==> src/rtl/xcore_if_bpu_pkg.sv <==
// Shared widths, counter encoding and saturating-counter helper for the IF
// branch prediction unit.
package xcore_if_bpu_pkg;

  localparam int XLEN = 32;
  localparam int CTR_W = 2;
  localparam logic [CTR_W-1:0] BHT_RST_VAL = 2'b01;
  localparam logic [XLEN-1:0] INSTR_BYTES = 32'd4;

  function automatic logic [CTR_W-1:0] ctr_sat_next(input logic [CTR_W-1:0] ctr,
                                                     input logic taken);
    if (taken)
      return (ctr == '1) ? ctr : ctr + 1'b1;
    else
      return (ctr == '0) ? ctr : ctr - 1'b1;
  endfunction

endpackage

==> src/rtl/xcore_if_bht.sv <==
// Branch history table: 2-bit saturating counters, one combinational read
// port and one synchronous update port.
module xcore_if_bht
  import xcore_if_bpu_pkg::*;
#(
  parameter int BHT_DEPTH = 16,
  parameter int BHT_IDX_W = 4
) (
  input  logic                 i_clk,
  input  logic                 i_rst,
  input  logic [BHT_IDX_W-1:0] i_rd_idx,
  output logic [CTR_W-1:0]     o_rd_ctr,
  input  logic                 i_upd_vld,
  input  logic [BHT_IDX_W-1:0] i_upd_idx,
  input  logic                 i_upd_taken
);

  logic [CTR_W-1:0] ctr_q [BHT_DEPTH];

  // Read returns the pre-update value when read and update hit the same entry.
  assign o_rd_ctr = ctr_q[i_rd_idx];

  always_ff @(posedge i_clk or posedge i_rst) begin
    if (i_rst) begin
      for (int i = 0; i < BHT_DEPTH; i++)
        ctr_q[i] <= BHT_RST_VAL;
    end else if (i_upd_vld) begin
      ctr_q[i_upd_idx] <= ctr_sat_next(ctr_q[i_upd_idx], i_upd_taken);
    end
  end

endmodule

==> src/rtl/xcore_if_bpu.sv <==
// IF-stage branch predictor: computes next PC from mini-decoder flags and the
// BHT, and registers it for the PC generator with one cycle of latency.
module xcore_if_bpu
  import xcore_if_bpu_pkg::*;
#(
  parameter int BHT_DEPTH = 16,
  parameter int BHT_IDX_W = 4
) (
  input  logic            i_clk,
  input  logic            i_rst,
  input  logic [XLEN-1:0] i_pc,
  input  logic            i_mdec_instr_vld,
  input  logic            i_mdec_b,
  input  logic            i_mdec_jal,
  input  logic            i_mdec_jalr,
  input  logic [XLEN-1:0] i_mdec_b_ofs,
  input  logic [XLEN-1:0] i_mdec_jal_ofs,
  input  logic            i_pc_instr_vld,
  input  logic            i_if_stall,
  input  logic            i_flush,
  input  logic            i_ex_upd_vld,
  input  logic [XLEN-1:0] i_ex_upd_pc,
  input  logic            i_ex_upd_taken,
  output logic            o_bpu_vld,
  output logic            o_bpu_taken,
  output logic [XLEN-1:0] o_bpu_npc,
  output logic            o_bpu_jalr,
  output logic [XLEN-1:0] o_bpu_pc
);

  logic [BHT_IDX_W-1:0] rd_idx;
  logic [BHT_IDX_W-1:0] upd_idx;
  logic [CTR_W-1:0]     rd_ctr;
  logic                 pred_taken;
  logic                 pred_jalr;
  logic [XLEN-1:0]      pred_npc;

  // Word-aligned index: drop the two byte-offset bits, keep the low BHT_IDX_W.
  assign rd_idx  = BHT_IDX_W'(i_pc >> 2);
  assign upd_idx = BHT_IDX_W'(i_ex_upd_pc >> 2);

  xcore_if_bht #(
    .BHT_DEPTH (BHT_DEPTH),
    .BHT_IDX_W (BHT_IDX_W)
  ) u_bht (
    .i_clk       (i_clk),
    .i_rst       (i_rst),
    .i_rd_idx    (rd_idx),
    .o_rd_ctr    (rd_ctr),
    .i_upd_vld   (i_ex_upd_vld),
    .i_upd_idx   (upd_idx),
    .i_upd_taken (i_ex_upd_taken)
  );

  always_comb begin
    pred_taken = 1'b0;
    pred_jalr  = 1'b0;
    pred_npc   = i_pc + INSTR_BYTES;
    if (i_mdec_instr_vld) begin
      if (i_mdec_jal) begin
        pred_taken = 1'b1;
        pred_npc   = i_pc + i_mdec_jal_ofs;
      end else if (i_mdec_b) begin
        pred_taken = rd_ctr[CTR_W-1];
        if (rd_ctr[CTR_W-1])
          pred_npc = i_pc + i_mdec_b_ofs;
      end else if (i_mdec_jalr) begin
        pred_jalr = 1'b1;
      end
    end
  end

  // Flush wins over stall; npc/pc are don't-care after a flush so they just load.
  always_ff @(posedge i_clk or posedge i_rst) begin
    if (i_rst) begin
      o_bpu_vld   <= 1'b0;
      o_bpu_taken <= 1'b0;
      o_bpu_jalr  <= 1'b0;
      o_bpu_npc   <= '0;
      o_bpu_pc    <= '0;
    end else if (i_flush) begin
      o_bpu_vld   <= 1'b0;
      o_bpu_taken <= 1'b0;
      o_bpu_jalr  <= 1'b0;
      o_bpu_npc   <= pred_npc;
      o_bpu_pc    <= i_pc;
    end else if (!i_if_stall) begin
      o_bpu_vld   <= i_pc_instr_vld;
      o_bpu_taken <= pred_taken;
      o_bpu_jalr  <= pred_jalr;
      o_bpu_npc   <= pred_npc;
      o_bpu_pc    <= i_pc;
    end
  end

endmodule
==> config.mk <==
export PLATFORM = sky130hd
export DESIGN_NAME = xcore_if_bpu
export DESIGN_NICKNAME = d
export VERILOG_FILES = /design/src/rtl/xcore_if_bpu_pkg.sv /design/src/rtl/xcore_if_bht.sv /design/src/rtl/xcore_if_bpu.sv
export SDC_FILE = /design/constraint.sdc
export NUM_CORES = 1
export LEC_CHECK = 0
export CAP_MARGIN = 40
export CORE_MARGIN = 5
export CORE_UTILIZATION = 30
export CTS_CLUSTER_DIAMETER = 150
export CTS_CLUSTER_SIZE = 20
export DETAILED_ROUTE_END_ITERATION = 16
export SLEW_MARGIN = 20
export SYNTH_ARGS = -nofsm -noshare
export SYNTH_HDL_FRONTEND = slang
export SYNTH_SLANG_ARGS = --single-unit
export TNS_END_PERCENT = 100
==> constraint.sdc <==
create_clock -name i_clk -period 4.2 [get_ports i_clk]
set_input_delay 0.84 -clock i_clk [delete_from_list [all_inputs] [get_ports i_clk]]
set_output_delay 0.84 -clock i_clk [all_outputs]
set_load 0.01 [all_outputs]
==> metrics.json <==
{
  "status": "complete, no violations",
  "worstMarginPinSlew_ns": 0.727,
  "grt_pass1_wl_um": 47800,
  "floorplan.die_area_um2": 32100,
  "design.portCount": 206,
  "synth_area_per_cell_um2": 8.47,
  "synth_cell_type_count": 74,
  "synth_top_area_share": 0.242,
  "setup-tns-final_ns": 0,
  "post_cts_buffers": 0,
  "combinationalPowerShare": 0.392,
  "critPathCaptureType": "flip-flop",
  "cellLeakagePower_nw": 4.81,
  "min_path_cells": 2,
  "worstPathArrival_ns": 4.05,
  "timing.final.crit_share": 0.906,
  "min-delay-start": "o_bpu_pc[11]$_DFFE_PP0P_",
  "port_buf_inserts": 177,
  "cts.clk_slew.worst_paths_ns": 0.08,
  "mappedNetlistArea_um2": 8600,
  "worstHoldEndpoint": "o_bpu_pc[11]$_DFFE_PP0P_",
  "root_buffer": "sky130_fd_sc_hd__clkbuf_16",
  "synth-seq-area-share": 0.290,
  "grt_pass1_vias": 8479,
  "clock_power_share": 0.254,
  "pre_cts_slack_ns": 0.132,
  "rsz0062_at_grt": "false",
  "floorplan.die.height_um": 179,
  "syn_nets": 1219,
  "route.detailed.wl_per_inst_um": 19.3,
  "vdd_ir_max_uv": 255,
  "vias": 8561,
  "flip_flop_and_latch_count_after_synthesis": 99,
  "power.density_nw_per_um2": 316,
  "cts-resized-gates": 0,
  "worstPathBufferInverterCount": 1,
  "critical_path_peak_fanout": 3,
  "worstReg2RegStart": "u_bht.ctr_q[1]$_DFFE_PP0P_",
  "p_sw_frac": 0.359,
  "intPower_mw": 2.32,
  "period_needed_ns": 3.81,
  "cts_buffer_depth": 2,
  "start_kind": "input port",
  "cts_tree": "yes",
  "global_route.usage.total": 0.190,
  "ctsHtreeMaxLevel": 3,
  "drc": 0,
  "rr_endpoint": "o_bpu_npc[28]$_DFFE_PP0P_",
  "detailedRoute.firstPassIterationCount": 5,
  "placement_rows": 62,
  "routabilityCongestion": 0.942,
  "antenna_found_initial": 0,
  "drive_gt1_frac": 0.132,
  "synth.area.top_cells": "sky130_fd_sc_hd__dfrtp_1 24%, sky130_fd_sc_hd__ha_1 9.2%, sky130_fd_sc_hd__nand2_1 7.3%",
  "clock.fmax_ghz": 0.263,
  "initialDrtViolationCount": 650,
  "timing.setup.critical_path_class": "in -> reg",
  "synth-async-reset-ratio": 1.00,
  "post_synth_inst_count": 1015,
  "pin_count_of_the_biggest_net_entering_global_routing": 64,
  "post_drt_via_cell_ratio": 5.34,
  "worst-r2r-setup-slack_ns": 1.55,
  "final.setup_skew_ns": 0.0154,
  "share_seq_of_total_power": 0.354,
  "floorplan.initialDensity": 0.302,
  "synth-edff-count": 0,
  "hold_path.class": "reg -> reg",
  "wl_um": 30900,
  "final_max_slew_viol_count": 0,
  "numCtsBuffers": 9,
  "diodes": 0,
  "crit_family": "compound AO/OA/AOI/OAI gates",
  "power.net_switching_mw": 1.30,
  "yosysWarnings": 0,
  "nets": 1419,
  "gr-total-overflow": 0,
  "timing.final.hold_violations": 0,
  "maxCapViolations": 0,
  "slew_headroom": 0.514,
  "worstPathCellList": "clkdlybuf4s50_1 > ha_1 > fa_1 > a211oi_1 > o21a_1 > o21ai_0 > o2111ai_1 > a21boi_0 > or4_1 > nand3_1 > o31ai_1",
  "cts_hold_repair.buffers": 0,
  "placeable_core_region_um2": 28500,
  "final_critical_path_setup_slack_ns": 0.394,
  "clkLatencyLatePin_ns": 0.37,
  "synth_flop_cell": "sky130_fd_sc_hd__dfrtp_1",
  "synth_largest_area_cell": "sky130_fd_sc_hd__dfrtp_1",
  "reg2reg_depth": 6,
  "tritoncts_num_sinks": 99,
  "final_antenna_net_count": 0,
  "critPathRequiredTime_ns": 4.45,
  "dieWidth_um": 179,
  "flow.area_growth_from_synthesis_pct": 33.1,
  "post-dp-hpwl_um": 24100,
  "setup_viol_count_final": 0,
  "critical-path-slowest-cell": "sky130_fd_sc_hd__or4_1",
  "timing.critical_path.slowest_cell_delay_ns": 0.50
}
==> layout make-up <==
| cell class | instances | area [um^2] |
|---|---|---|
| Clock buffer | 9 | 225 |
| Multi-Input combinational cell | 841 | 5800 |
| Tap cell | 384 | 480 |
| Inverter | 27 | 104 |
| Clock inverter | 7 | 93.8 |
| Timing Repair Buffer | 237 | 2250 |
| Fill cell | 2897 | 17000 |
| Sequential cell | 99 | 2500 |
==> stage by stage <==
stage / hold slack [ns] / area (um^2) / total power [mW] / instances / utilization
after detailed placement: 0.456 / 11100 / 2.71 / 1588 / 0.391
after floorplan: 0.492 / 8600 / 2.11 / 1015 / -
final: 0.471 / 11400 / 3.61 / 1604 / 0.402
after global routing: 0.501 / 11400 / 3.82 / 1604 / 0.402
after CTS: 0.473 / 11400 / 3.63 / 1604 / 0.402
after global placement: 0.450 / 11100 / 2.69 / 1588 / 0.391
==> flip-flops by register name, indices dropped and copies added (netlist names) <==
register	flops
o_bpu_vld	1
o_bpu_npc	32
o_bpu_jalr	1
o_bpu_pc	32
o_bpu_taken	1
u_bht.ctr_q	32
==> synth_stat cells (15+ instances only) <==
master and number:
sky130_fd_sc_hd__nor2_1 62, sky130_fd_sc_hd__nor3_1 17, sky130_fd_sc_hd__a21oi_1 82, sky130_fd_sc_hd__nand3_1 31
sky130_fd_sc_hd__ha_1 63, sky130_fd_sc_hd__inv_1 26, sky130_fd_sc_hd__dfrtp_1 83, sky130_fd_sc_hd__nand2_1 167
sky130_fd_sc_hd__and3_1 17, sky130_fd_sc_hd__a211oi_1 15, sky130_fd_sc_hd__xor2_1 19, sky130_fd_sc_hd__dfstp_2 16
sky130_fd_sc_hd__clkbuf_1 33, sky130_fd_sc_hd__mux4_2 15, sky130_fd_sc_hd__mux2_2 32, sky130_fd_sc_hd__xnor2_1 34
sky130_fd_sc_hd__o21ai_0 63, sky130_fd_sc_hd__a21o_1 20
==> routing by layer <==
metal	GRT usage	share of wire	vias to the layer above
met4	0.0444	0.014	0
met2	0.321	0.47	312
met5	0	0	-
met1	0.255	0.44	4079
met3	0.0321	0.070	28
li1	-	-	4142
==> layout by cell type, fill, tap and decap left out, types with 31 or more instances in the layout <==
cell type | synthesis | final
sky130_fd_sc_hd__mux2_2 | 32 | 32
sky130_fd_sc_hd__ha_1 | 63 | 63
sky130_fd_sc_hd__a21oi_1 | 82 | 82
sky130_fd_sc_hd__nand2_1 | 167 | 167
sky130_fd_sc_hd__xnor2_1 | 34 | 34
sky130_fd_sc_hd__dfrtp_1 | 83 | 83
sky130_fd_sc_hd__o21ai_0 | 63 | 63
sky130_fd_sc_hd__buf_4 | 3 | 58
sky130_fd_sc_hd__nand3_1 | 31 | 31
sky130_fd_sc_hd__nor2_1 | 62 | 62
sky130_fd_sc_hd__clkdlybuf4s50_1 | 0 | 177
==> cells by family after synthesis <==
family | Yosys count | synth area share
compound gates | 299 | 0.232
xor+xnor | 53 | 0.0540
fa+ha+maj | 67 | 0.0990
buf+inv | 75 | 0.0365
flops | 99 | 0.290
mux | 53 | 0.0882
simple gates | 369 | 0.200
==> power groups by stage <==
| stage | registers [mW] | clock network, mW | logic (mW) |
|---|---|---|---|
| floorplan | 1.30 | 0 | 0.815 |
| global placement | 1.29 | 0 | 1.39 |
| finish | 1.28 | 0.918 | 1.41 |
| global route | 1.30 | 0.971 | 1.54 |
| detailed placement | 1.30 | 0 | 1.41 |
| CTS | 1.28 | 0.937 | 1.42 |
==> how the worst max path moves through the flow <==
stage                        from                        end  depth (start not counted)
after floorplan             i_rst     o_bpu_jalr$_DFFE_PP0P_                          1
after global placement    i_pc[0]  o_bpu_npc[28]$_DFFE_PP0P_                         11
after detailed placement  i_pc[0]  o_bpu_npc[28]$_DFFE_PP0P_                         11
after CTS                 i_pc[0]  o_bpu_npc[28]$_DFFE_PP0P_                         11
after global routing      i_pc[3]  o_bpu_npc[29]$_DFFE_PP0P_                         12
final                     i_pc[0]  o_bpu_npc[28]$_DFFE_PP0P_                         11
==> worst min-delay path: cells and delay by family, from the launching register on <==
| family | cells | cell delay, ns |
|---|---|---|
| DFF | 1 | 0.34 |
| and+or+nand+nor | 2 | 0.10 |
No activity file was read; power rests on OpenSTA's default activity.
